### config.mk
export PLATFORM = sky130hd
export DESIGN_NAME = uart_rx_ext
export DESIGN_NICKNAME = d
export VERILOG_FILES = /design/src/rtl/uart_rx_ext_pkg.sv /design/src/rtl/uart_baud_tick.sv /design/src/rtl/uart_rx_ext.sv
export SDC_FILE = /design/constraint.sdc
export NUM_CORES = 1
export LEC_CHECK = 0
export CORE_UTILIZATION = 49
export CTS_CLUSTER_DIAMETER = 40
export CTS_CLUSTER_SIZE = 40
export DETAILED_ROUTE_END_ITERATION = 8
export GPL_TIMING_DRIVEN = 1
export PLACE_DENSITY = 0.79
export SLEW_MARGIN = 30
export SYNTH_ARGS = -nofsm -noshare
export SYNTH_HDL_FRONTEND = slang
export SYNTH_HIERARCHICAL = 1
export SYNTH_SLANG_ARGS = --single-unit
### constraint.sdc
create_clock -name clk_i -period 3.95 [get_ports clk_i]
set_input_delay 1.185 -clock clk_i [delete_from_list [all_inputs] [get_ports clk_i]]
set_output_delay 1.185 -clock clk_i [all_outputs]
set_load 0.02 [all_outputs]
### src/rtl/uart_rx_ext_pkg.sv
// Shared types and helpers for the extended UART receiver: FSM encoding,
// data-width decoding and parity generation.
package uart_rx_ext_pkg;

    typedef enum logic [2:0] {
        ST_IDLE,
        ST_START,
        ST_DATA,
        ST_PARITY,
        ST_STOP1,
        ST_STOP2,
        ST_BREAK_WAIT
    } rx_state_t;

    typedef struct packed {
        logic parity;
        logic frame;
        logic overrun;
        logic brk;
    } rx_err_t;

    localparam int         MIN_DATA_BITS = 5;
    localparam logic [2:0] BITS_CFG_MAX  = 3'd4;

    // Out-of-range encodings, and 9 bits on an 8-bit build, fall back to 8 bits.
    function automatic logic [3:0] data_bits(input logic [2:0] cfg, input int max_bits);
        logic [3:0] n;
        if (cfg > BITS_CFG_MAX) n = 4'd8;
        else                    n = 4'(cfg) + 4'(MIN_DATA_BITS);
        if (n > 4'(max_bits))   n = 4'(max_bits);
        return n;
    endfunction

    function automatic logic parity_bit(input logic [8:0] data, input logic odd);
        return (^data) ^ odd;
    endfunction

endpackage

### src/rtl/uart_baud_tick.sv
// Bit-period counter 0..div_i producing the three majority-vote strobes
// around the bit centre and an end-of-bit tick.
module uart_baud_tick #(
    parameter int DIV_WIDTH = 16
) (
    input  logic                 clk_i,
    input  logic                 rst_i,
    input  logic                 en_i,
    input  logic                 restart_i,
    input  logic [DIV_WIDTH-1:0] div_i,
    output logic                 smp_early_o,
    output logic                 smp_mid_o,
    output logic                 smp_late_o,
    output logic                 bit_end_o
);

    localparam logic [DIV_WIDTH-1:0] ONE = DIV_WIDTH'(1);

    logic [DIV_WIDTH-1:0] cnt;
    logic [DIV_WIDTH-1:0] mid;

    assign mid = div_i >> 1;

    always_ff @(posedge clk_i) begin
        if (rst_i || restart_i) cnt <= '0;
        else if (en_i)          cnt <= (cnt == div_i) ? '0 : cnt + ONE;
    end

    assign smp_early_o = en_i && (cnt == mid - ONE);
    assign smp_mid_o   = en_i && (cnt == mid);
    assign smp_late_o  = en_i && (cnt == mid + ONE);
    assign bit_end_o   = en_i && (cnt == div_i);

endmodule

### src/rtl/uart_rx_ext.sv
// Extended UART receiver: configurable framing, 3-sample majority vote,
// break detection, sticky error flags and a one-entry holding register.
module uart_rx_ext
    import uart_rx_ext_pkg::*;
#(
    parameter int DIV_WIDTH     = 16,
    parameter int MAX_DATA_BITS = 9,
    parameter int SYNC_STAGES   = 2
) (
    input  logic                     clk_i,
    input  logic                     rst_i,
    input  logic                     rx_i,
    input  logic                     cfg_en_i,
    input  logic [DIV_WIDTH-1:0]     cfg_div_i,
    input  logic [2:0]               cfg_bits_i,
    input  logic                     cfg_parity_en_i,
    input  logic                     cfg_parity_odd_i,
    input  logic                     cfg_stop2_i,
    input  logic                     err_clr_i,
    output logic                     busy_o,
    output logic [MAX_DATA_BITS-1:0] rx_data_o,
    output logic                     rx_valid_o,
    input  logic                     rx_ready_i,
    output logic                     parity_err_o,
    output logic                     frame_err_o,
    output logic                     overrun_o,
    output logic                     break_o
);

    logic [SYNC_STAGES-1:0]   sync_q;
    logic                     rx_s, rx_prev;
    rx_state_t                state_q;
    logic [3:0]               bit_idx, nbits, shamt;
    logic [MAX_DATA_BITS-1:0] data_sr;
    logic [8:0]               data_ext;
    logic                     par_bit, par_exp;
    logic                     samp_e, samp_m, vote;
    logic                     smp_early, smp_mid, smp_late, bit_end;
    logic                     start_det, cnt_en, last_bit, accept, done, is_break;
    rx_err_t                  err_set, err_q;

    assign rx_s = sync_q[SYNC_STAGES-1];

    always_ff @(posedge clk_i) begin
        if (rst_i || !cfg_en_i) begin
            sync_q  <= '1;
            rx_prev <= 1'b1;
        end else begin
            sync_q  <= {sync_q[SYNC_STAGES-2:0], rx_i};
            rx_prev <= rx_s;
        end
    end

    assign start_det = (state_q == ST_IDLE) && rx_prev && !rx_s;
    assign cnt_en    = (state_q != ST_IDLE) && (state_q != ST_BREAK_WAIT);

    uart_baud_tick #(.DIV_WIDTH(DIV_WIDTH)) u_tick (
        .clk_i       (clk_i),
        .rst_i       (rst_i),
        .en_i        (cnt_en),
        .restart_i   (start_det),
        .div_i       (cfg_div_i),
        .smp_early_o (smp_early),
        .smp_mid_o   (smp_mid),
        .smp_late_o  (smp_late),
        .bit_end_o   (bit_end)
    );

    // Data shifts in from the MSB end; right-align by the unused width on delivery.
    assign nbits    = data_bits(cfg_bits_i, MAX_DATA_BITS);
    assign shamt    = 4'(MAX_DATA_BITS) - nbits;
    assign last_bit = (bit_idx == nbits - 4'd1);
    assign vote     = (samp_e & samp_m) | (samp_e & rx_s) | (samp_m & rx_s);
    assign par_exp  = parity_bit(data_ext, cfg_parity_odd_i);
    assign accept   = !rx_valid_o || rx_ready_i;
    assign is_break = (data_ext == '0) && (!cfg_parity_en_i || !par_bit);

    always_comb begin
        data_ext = '0;
        data_ext[MAX_DATA_BITS-1:0] = data_sr;
    end

    always_comb begin
        done    = 1'b0;
        err_set = '0;
        if (smp_late && cfg_en_i) begin
            unique case (state_q)
                ST_STOP1: begin
                    if (!vote) begin
                        err_set.frame = 1'b1;
                        err_set.brk   = is_break;
                        done          = !is_break;
                    end else begin
                        done = !cfg_stop2_i;
                    end
                end
                ST_STOP2: begin
                    done          = 1'b1;
                    err_set.frame = !vote;
                end
                default: ;
            endcase
        end
        err_set.parity  = done && cfg_parity_en_i && (par_bit != par_exp);
        err_set.overrun = done && !accept;
    end

    always_ff @(posedge clk_i) begin
        if (rst_i) begin
            state_q    <= ST_IDLE;
            bit_idx    <= '0;
            data_sr    <= '0;
            par_bit    <= 1'b0;
            samp_e     <= 1'b1;
            samp_m     <= 1'b1;
            rx_data_o  <= '0;
            rx_valid_o <= 1'b0;
            err_q      <= '0;
        end else begin
            if (bit_end || start_det) begin
                samp_e <= 1'b1;
                samp_m <= 1'b1;
            end else begin
                if (smp_early) samp_e <= rx_s;
                if (smp_mid)   samp_m <= rx_s;
            end

            if (!cfg_en_i) begin
                state_q <= ST_IDLE;
            end else begin
                unique case (state_q)
                    ST_IDLE:  if (start_det) state_q <= ST_START;
                    ST_START: if (smp_late) begin
                        state_q <= vote ? ST_IDLE : ST_DATA;
                        bit_idx <= '0;
                        data_sr <= '0;
                        par_bit <= 1'b0;
                    end
                    ST_DATA: if (smp_late) begin
                        data_sr <= {vote, data_sr[MAX_DATA_BITS-1:1]};
                        bit_idx <= bit_idx + 4'd1;
                        if (last_bit) state_q <= cfg_parity_en_i ? ST_PARITY : ST_STOP1;
                    end
                    ST_PARITY: if (smp_late) begin
                        par_bit <= vote;
                        state_q <= ST_STOP1;
                    end
                    ST_STOP1: if (smp_late) begin
                        if (vote)          state_q <= cfg_stop2_i ? ST_STOP2 : ST_IDLE;
                        else if (is_break) state_q <= ST_BREAK_WAIT;
                        else               state_q <= ST_IDLE;
                    end
                    ST_STOP2:      if (smp_late) state_q <= ST_IDLE;
                    ST_BREAK_WAIT: if (rx_s)     state_q <= ST_IDLE;
                    default:                     state_q <= ST_IDLE;
                endcase
            end

            if (!cfg_en_i) begin
                rx_valid_o <= 1'b0;
            end else if (done && accept) begin
                rx_data_o  <= data_sr >> shamt;
                rx_valid_o <= 1'b1;
            end else if (rx_ready_i) begin
                rx_valid_o <= 1'b0;
            end

            if (err_clr_i) err_q <= '0;
            else           err_q <= err_q | err_set;
        end
    end

    assign busy_o       = (state_q != ST_IDLE);
    assign parity_err_o = err_q.parity;
    assign frame_err_o  = err_q.frame;
    assign overrun_o    = err_q.overrun;
    assign break_o      = err_q.brk;

endmodule
[Word level (Yosys, flattened, before mapping)]
Index checks and enable logic that the tools add are counted.
Word-level totals
  register bits after elaboration: 52
  input port bits: 28
  output and inout bits: 15
  logic and storage cells: 132
Cells by class
  add/sub/neg operators: 7
  magnitude comparators: 2
  equality and inequality tests: 21
  shifts and indexed selects: 1
  muxes and demuxes: 37
  bitwise operators: 8
  reduce and logical (&&, ||, !) cells: 41
Operators with widths (count)
  16-bit == test: 3
  3-bit 2-to-1 mux: 12
  3-bit one-hot mux with 7 select lines: 1
  9-bit 2-to-1 mux: 2
  9-bit one-hot mux with 2 select lines: 1
  15-bit by 1-bit adder with 16-bit output (second input constant): 1
  16-bit by 1-bit adder with 16-bit output (second input constant): 1
  16-bit by 15-bit == test with 1-bit output: 1
  16-bit 2-to-1 mux: 1
  4-bit 2-to-1 mux: 4
  2-bit inequality test (second input constant): 8
  15-bit by 1-bit subtractor with 16-bit output (second input constant): 1
  1-bit logical AND: 13
  1-bit 2-to-1 mux: 11
  3-bit == test (second input constant): 3
  1-bit logical NOT: 9
  9-bit logical NOT: 1
  9-bit XOR reduction: 1
  9-bit by 4-bit >> shifter with 9-bit output: 1
  4-bit one-hot mux with 2 select lines: 1
  4-bit AND reduction: 2
  8-bit AND reduction: 1
  3-bit by 2-bit == test with 1-bit output (second input constant): 2
  1-bit one-hot mux with 2 select lines: 3
  other kinds (22): 33

[Longest topological paths before layout]
  depth after elaboration: 10
  mapped depth: 14
  mapped depth without buffers: 13

[By module]
Netlist, hierarchy kept.
Modules (own cells, without submodules)
  uart_rx_ext: instances 1, cells each 262, area each 2213.4 µm², sequential area each 720.7 µm²
  uart_baud_tick: instances 1, cells each 290, area each 2080.7 µm², sequential area each 320.3 µm²

[Least setup slack after synthesis]
OpenSTA, ideal clock, no wires.
  path kind: input to register
  start point: input cfg_div_i[1]
  end point: register rx_data_o[1]
  setup time: 0.060 ns
  data arrival time: 4.109 ns
  data required time: 3.890 ns
  setup slack: -0.218 ns
  stages on the path: 12
  buffers on the path: 2
  path through: ha_1 clkbuf_1 nand3_1 or3_1 a211oi_1 o221ai_1 nor4_1 nand3_1 or3_1 buf_2 a2111oi_2 a41o_1
Between the ends
  cells in the longest elaborated chain, start to end: 7
Ends and longest elaborated chain
  start, declared: line uart_rx_ext.sv:14  | input logic [DIV_WIDTH-1:0] cfg_div_i,
  15-bit by 1-bit adder with 16-bit output: line uart_baud_tick.sv:31  | assign smp_late_o = en_i && (cnt == mid + ONE);
  16-bit == test: line uart_baud_tick.sv:31
  1-bit logical AND: line uart_baud_tick.sv:31
  named net smp_late: line uart_rx_ext.sv:38  | logic smp_early, smp_mid, smp_late, bit_end;
  1-bit logical AND: line uart_rx_ext.sv:86  | if (smp_late && cfg_en_i) begin
  1-bit 2-to-1 mux: line uart_rx_ext.sv:86
  1-bit logical AND: line uart_rx_ext.sv:161  | end else if (done && accept) begin
  2-bit AND reduction (no source line)
  end signal, assigned: line uart_rx_ext.sv:162  | rx_data_o <= data_sr >> shamt;
  end, declared: line uart_rx_ext.sv:21  | output logic [MAX_DATA_BITS-1:0] rx_data_o,
The timed path passes the listed nets, and every way through them passes these cells.
A chain may end at the register's enable or synchronous reset.

[Final worst setup path]
  start point: input cfg_div_i[6]
  end point: register rx_data_o[4]
Same word-level chain as after synthesis.

==> key figures <==
Run status
  – Status: complete, no violations

Synth
  – Post-synthesis adder-cell area fraction: 4.108%
  – Dominant cell type by area after synthesis: dfxtp_1
  – Share of the synthesized area in the top cell type: 24.24%
  – Post-Syn Area per Cell: 7.779 sq um
  – Portion of netlist area occupied by mux cells: 2.156%
  – Largest family of logic cells by synthesized area: simple AND/OR/NAND/NOR gates
  – Synth area leaders: dfxtp_1 (24%), xnor2_1 (10%), nor2_1 (5.3%), xor2_1 (5.1%), ha_1 (3.8%)
  – Count leader, synth: nor2_1
  – Mapped cell area: 4294 sq um
  – Sequential share of the synthesized area: 24.24%
  – Synth cell types: 74
  – Synth Warn #: 6
  – Synthesized flop and latch total: 52
  – Post-synthesis cell count: 552
  – XOR/XNOR share of the synthesized area: 16.58%
  – EDFF count, synth: 0
  – Compound-gate portion of the synthesized area: 18.94%
  – Primary FF master, synth: dfxtp_1
  – Syn_nets: 593
  – FFs w/ async S/R, synth: 0%
  – Post-Synth Simple-Gate Area: 27.59%
  – Post-synth top cells: nor2_1 (61), dfxtp_1 (52), xnor2_1 (51), clkbuf_1 (31), nand2_1 (29)

Setup path
  – Worst endpoint data arrival time: 4.11 ns
  – Critical path type: input pin to flop
  – Max incr delay on CP: 0.49 ns
  – Crit. End Element: flop
  – CP max stage cell: clkdlybuf4s50_1
  – Critical Path Most Common Cell: buf_4
  – Setup crit start kind: input pin
  – Critical-path cell list: clkdlybuf4s50_1 -> and4_4 -> nand4_1 -> buf_4 -> xnor2_1 -> nor2_1 -> o221ai_2 -> nor4_2 -> buf_4 -> nand3_2 -> or3_4 -> nor3_1 -> a32o_1
  – CP max FO: 5
  – CP required: 4.21 ns

Clock tree
  – CTS tree: done
  – Clk slew on worst S/H paths: 0.10 ns
  – Worst-Skew Late Latency: 0.31 ns
  – Clk buf depth: 2
  – Clk sinks: 52
  – H-tree levels: 2
  – Clock root cell: clkbuf_8
  – TritonCTS Buffers: 5

Placed design
  – Area after DPL: 5265 sq um
  – IO buf count: 42
  – Placer Congestion: 0.9934
  – DP HPWL: 9.659 mm
  – Placed cells: 736

STA
  – Clock Skews: 0.009550 ns
  – Final cycle utilization of the critical path: 97.46%
  – Final setup vio count: 0
  – Tmin final: 3.850 ns
  – Rel. slew slack: 56.53%
  – F_max: 0.2598 GHz
  – Final slew viol count: 0
  – Hold_ws: 0.4185 ns
  – Final hold vios: 0
  – Worst Tran Pin Value: 0.6460 ns
  – Post-Route Setup TNS: 0 ns

Floorplan
  – Chip height: 95.62 um
  – Die area: 9142 sq um
  – # rows: 33
  – Starting Density: 51.49%
  – Width of the chip: 95.62 um
  – Core area: 8341 sq um
  – # IOs: 43

Pwr
  – Comb power frac: 25.4%
  – Clock power frac: 26.8%
  – Final Power: 1.102 mW
  – P_sw: 0.3224 mW
  – Cell Pwr Density: 200.9 nW/um^2
  – Sw frac: 29.27%
  – Static Leakage: 2.069 nW
  – Worst vdd ir: 171.7 uV
  – Flop pwr share: 47.8%
  – Internal power: 0.7792 mW

Detailed routing
  – Via count: 4497
  – DRC: 0
  – Via density per instance: 6.020
  – WL per Instance: 16.78 um
  – Initial drt markers: 247
  – Total Wirelength: 12.53 mm
  – Routed Antenna Nets: 0
  – Total iterations of the first detailed-routing run: 5

Global routing
  – Largest net degree at the start of global routing: 17
  – Grt peak-use layer: met2
  – Grt met1 use: 34.19%
  – GR Layer Usage met3: 3.509%
  – Met2 usage: 49.40%
  – Initial antenna violation count: 0
  – Global-route wire length before repair: 20.05 mm
  – Vias in the first global route: 4311
  – Total track usage: 28.23%
  – GRT overflow: 0

Cells and area
  – Finished Layout Cells: 747
  – Antenna cells: 0
  – Share of cells above drive strength 1: 20.72%
  – P&R area growth vs syn: 27.68%
  – Final instance area: 5483 sq um
  – Register cell area after layout: 1041 sq um
  – Multi-input logic area: 3075 sq um
  – Filler cell count: 738
  – Nets: 683

Job
  – Max Cap Viol: 0

Min path
  – Worst hold path type: flop to flop
==> per-layer routing <==
metal | share of wire, % | wire length (um)
met1 | 42 | 5273
met2 | 49 | 6100
met3 | 5.9 | 738
met4 | 3.3 | 419
met5 | 0 | 0
==> worst max-delay path: cells and delay by family <==
family | cells | cell delay (ns)
XOR/XNOR | 1 | 0.11
AND/OR/NAND/NOR | 7 | 1.67
buffers and inverters | 3 | 0.84
AO/OA/AOI/OAI | 2 | 0.31
==> state kept, by name (all words and copies together), names as in the netlist, 2 cells and up <==
signal,count
state_q,3
sync_q,2
data_ext,9
rx_data_o,9
bit_idx,4
u_tick/cnt,16
==> per-stage QoR <==
step / worst slack (ns) / utilization, %
CTS: 0.003964 / 64.15
finish: 0.1004 / 65.74
detailed placement: -0.5624 / 63.13
global placement: -0.4150 / 63.13
global route: -0.02390 / 65.74
floorplan: 0.0004707 / -
==> final cells by class <==
class,count,share of cell area (%)
flip-flops and latches,52,18.99
multi-input cells,435,56.09
clock inverters,2,0.2282
repair buffers,127,19.60
clock buffers,5,1.255
well taps,105,2.396
inverters,21,1.438
==> cells in the final DEF, fill, tap and decap left out, types with 3 or more instances in the layout <==
cell,count
buf_4,82
nor2_1,55
dfxtp_1,52
xnor2_1,50
clkdlybuf4s50_1,34
nand2_1,29
a21oi_1,26
xor2_1,25
inv_1,19
nor3_1,19
nor2b_1,16
nand4_1,16
o21ai_0,14
nand3_1,14
ha_1,12
a22oi_1,10
and3_1,9
nor4_1,8
or3_1,7
mux2i_1,7
a31oi_1,7
and2_1,6
nor2_2,6
nand2b_1,6
o211ai_1,6
dlymetal6s2s_1,6
a32o_1,5
clkbuf_8,5
o21a_1,4
a22o_1,4
a21o_1,3
or4_1,3
o21ai_1,3
o22ai_1,3
buf_6,3
a211oi_1,3
nor4_2,3
==> worst paths after layout <==
check	start	end	slack (ns)	cells after the start
hold / removal	sync_q[0]	sync_q[1]	0.42	1
setup / recovery	cfg_div_i[6]	rx_data_o[4]	0.10	13
hold reg to reg	sync_q[0]	sync_q[1]	0.42	1
setup reg to reg	state_q[1]	rx_data_o[4]	0.58	11
==> cells by family after synthesis <==
family                     Yosys count
and+or+nand+nor                    220
AOI/OAI and AO/OA                  115
xor gates and xnor gates            78
buffers and inverters               65
DFF                                 52
adders and majority gates           14
muxes                                8
==> power by group through the flow <==
| stage | logic, mW | clock network (mW) | registers [mW] |
|---|---|---|---|
| 2_1_floorplan | 0.151 | 0 | 0.538 |
| 3_3_place_gp | 0.263 | 0 | 0.538 |
| 3_5_place_dp | 0.268 | 0 | 0.539 |
| 4_1_cts | 0.270 | 0.302 | 0.526 |
| 5_1_grt | 0.301 | 0.320 | 0.527 |
| 6_report | 0.280 | 0.295 | 0.526 |
==> timing repair <==
action | CTS | global route
buffers inserted | 0 | 4
pin swaps | 0 | 12
gates cloned | 0 | 0
resized for setup | 4 | 36
setup endpoints to repair | 25 | 25
hold buffers | 0 | 0
Power figures use the tool's default switching activity.
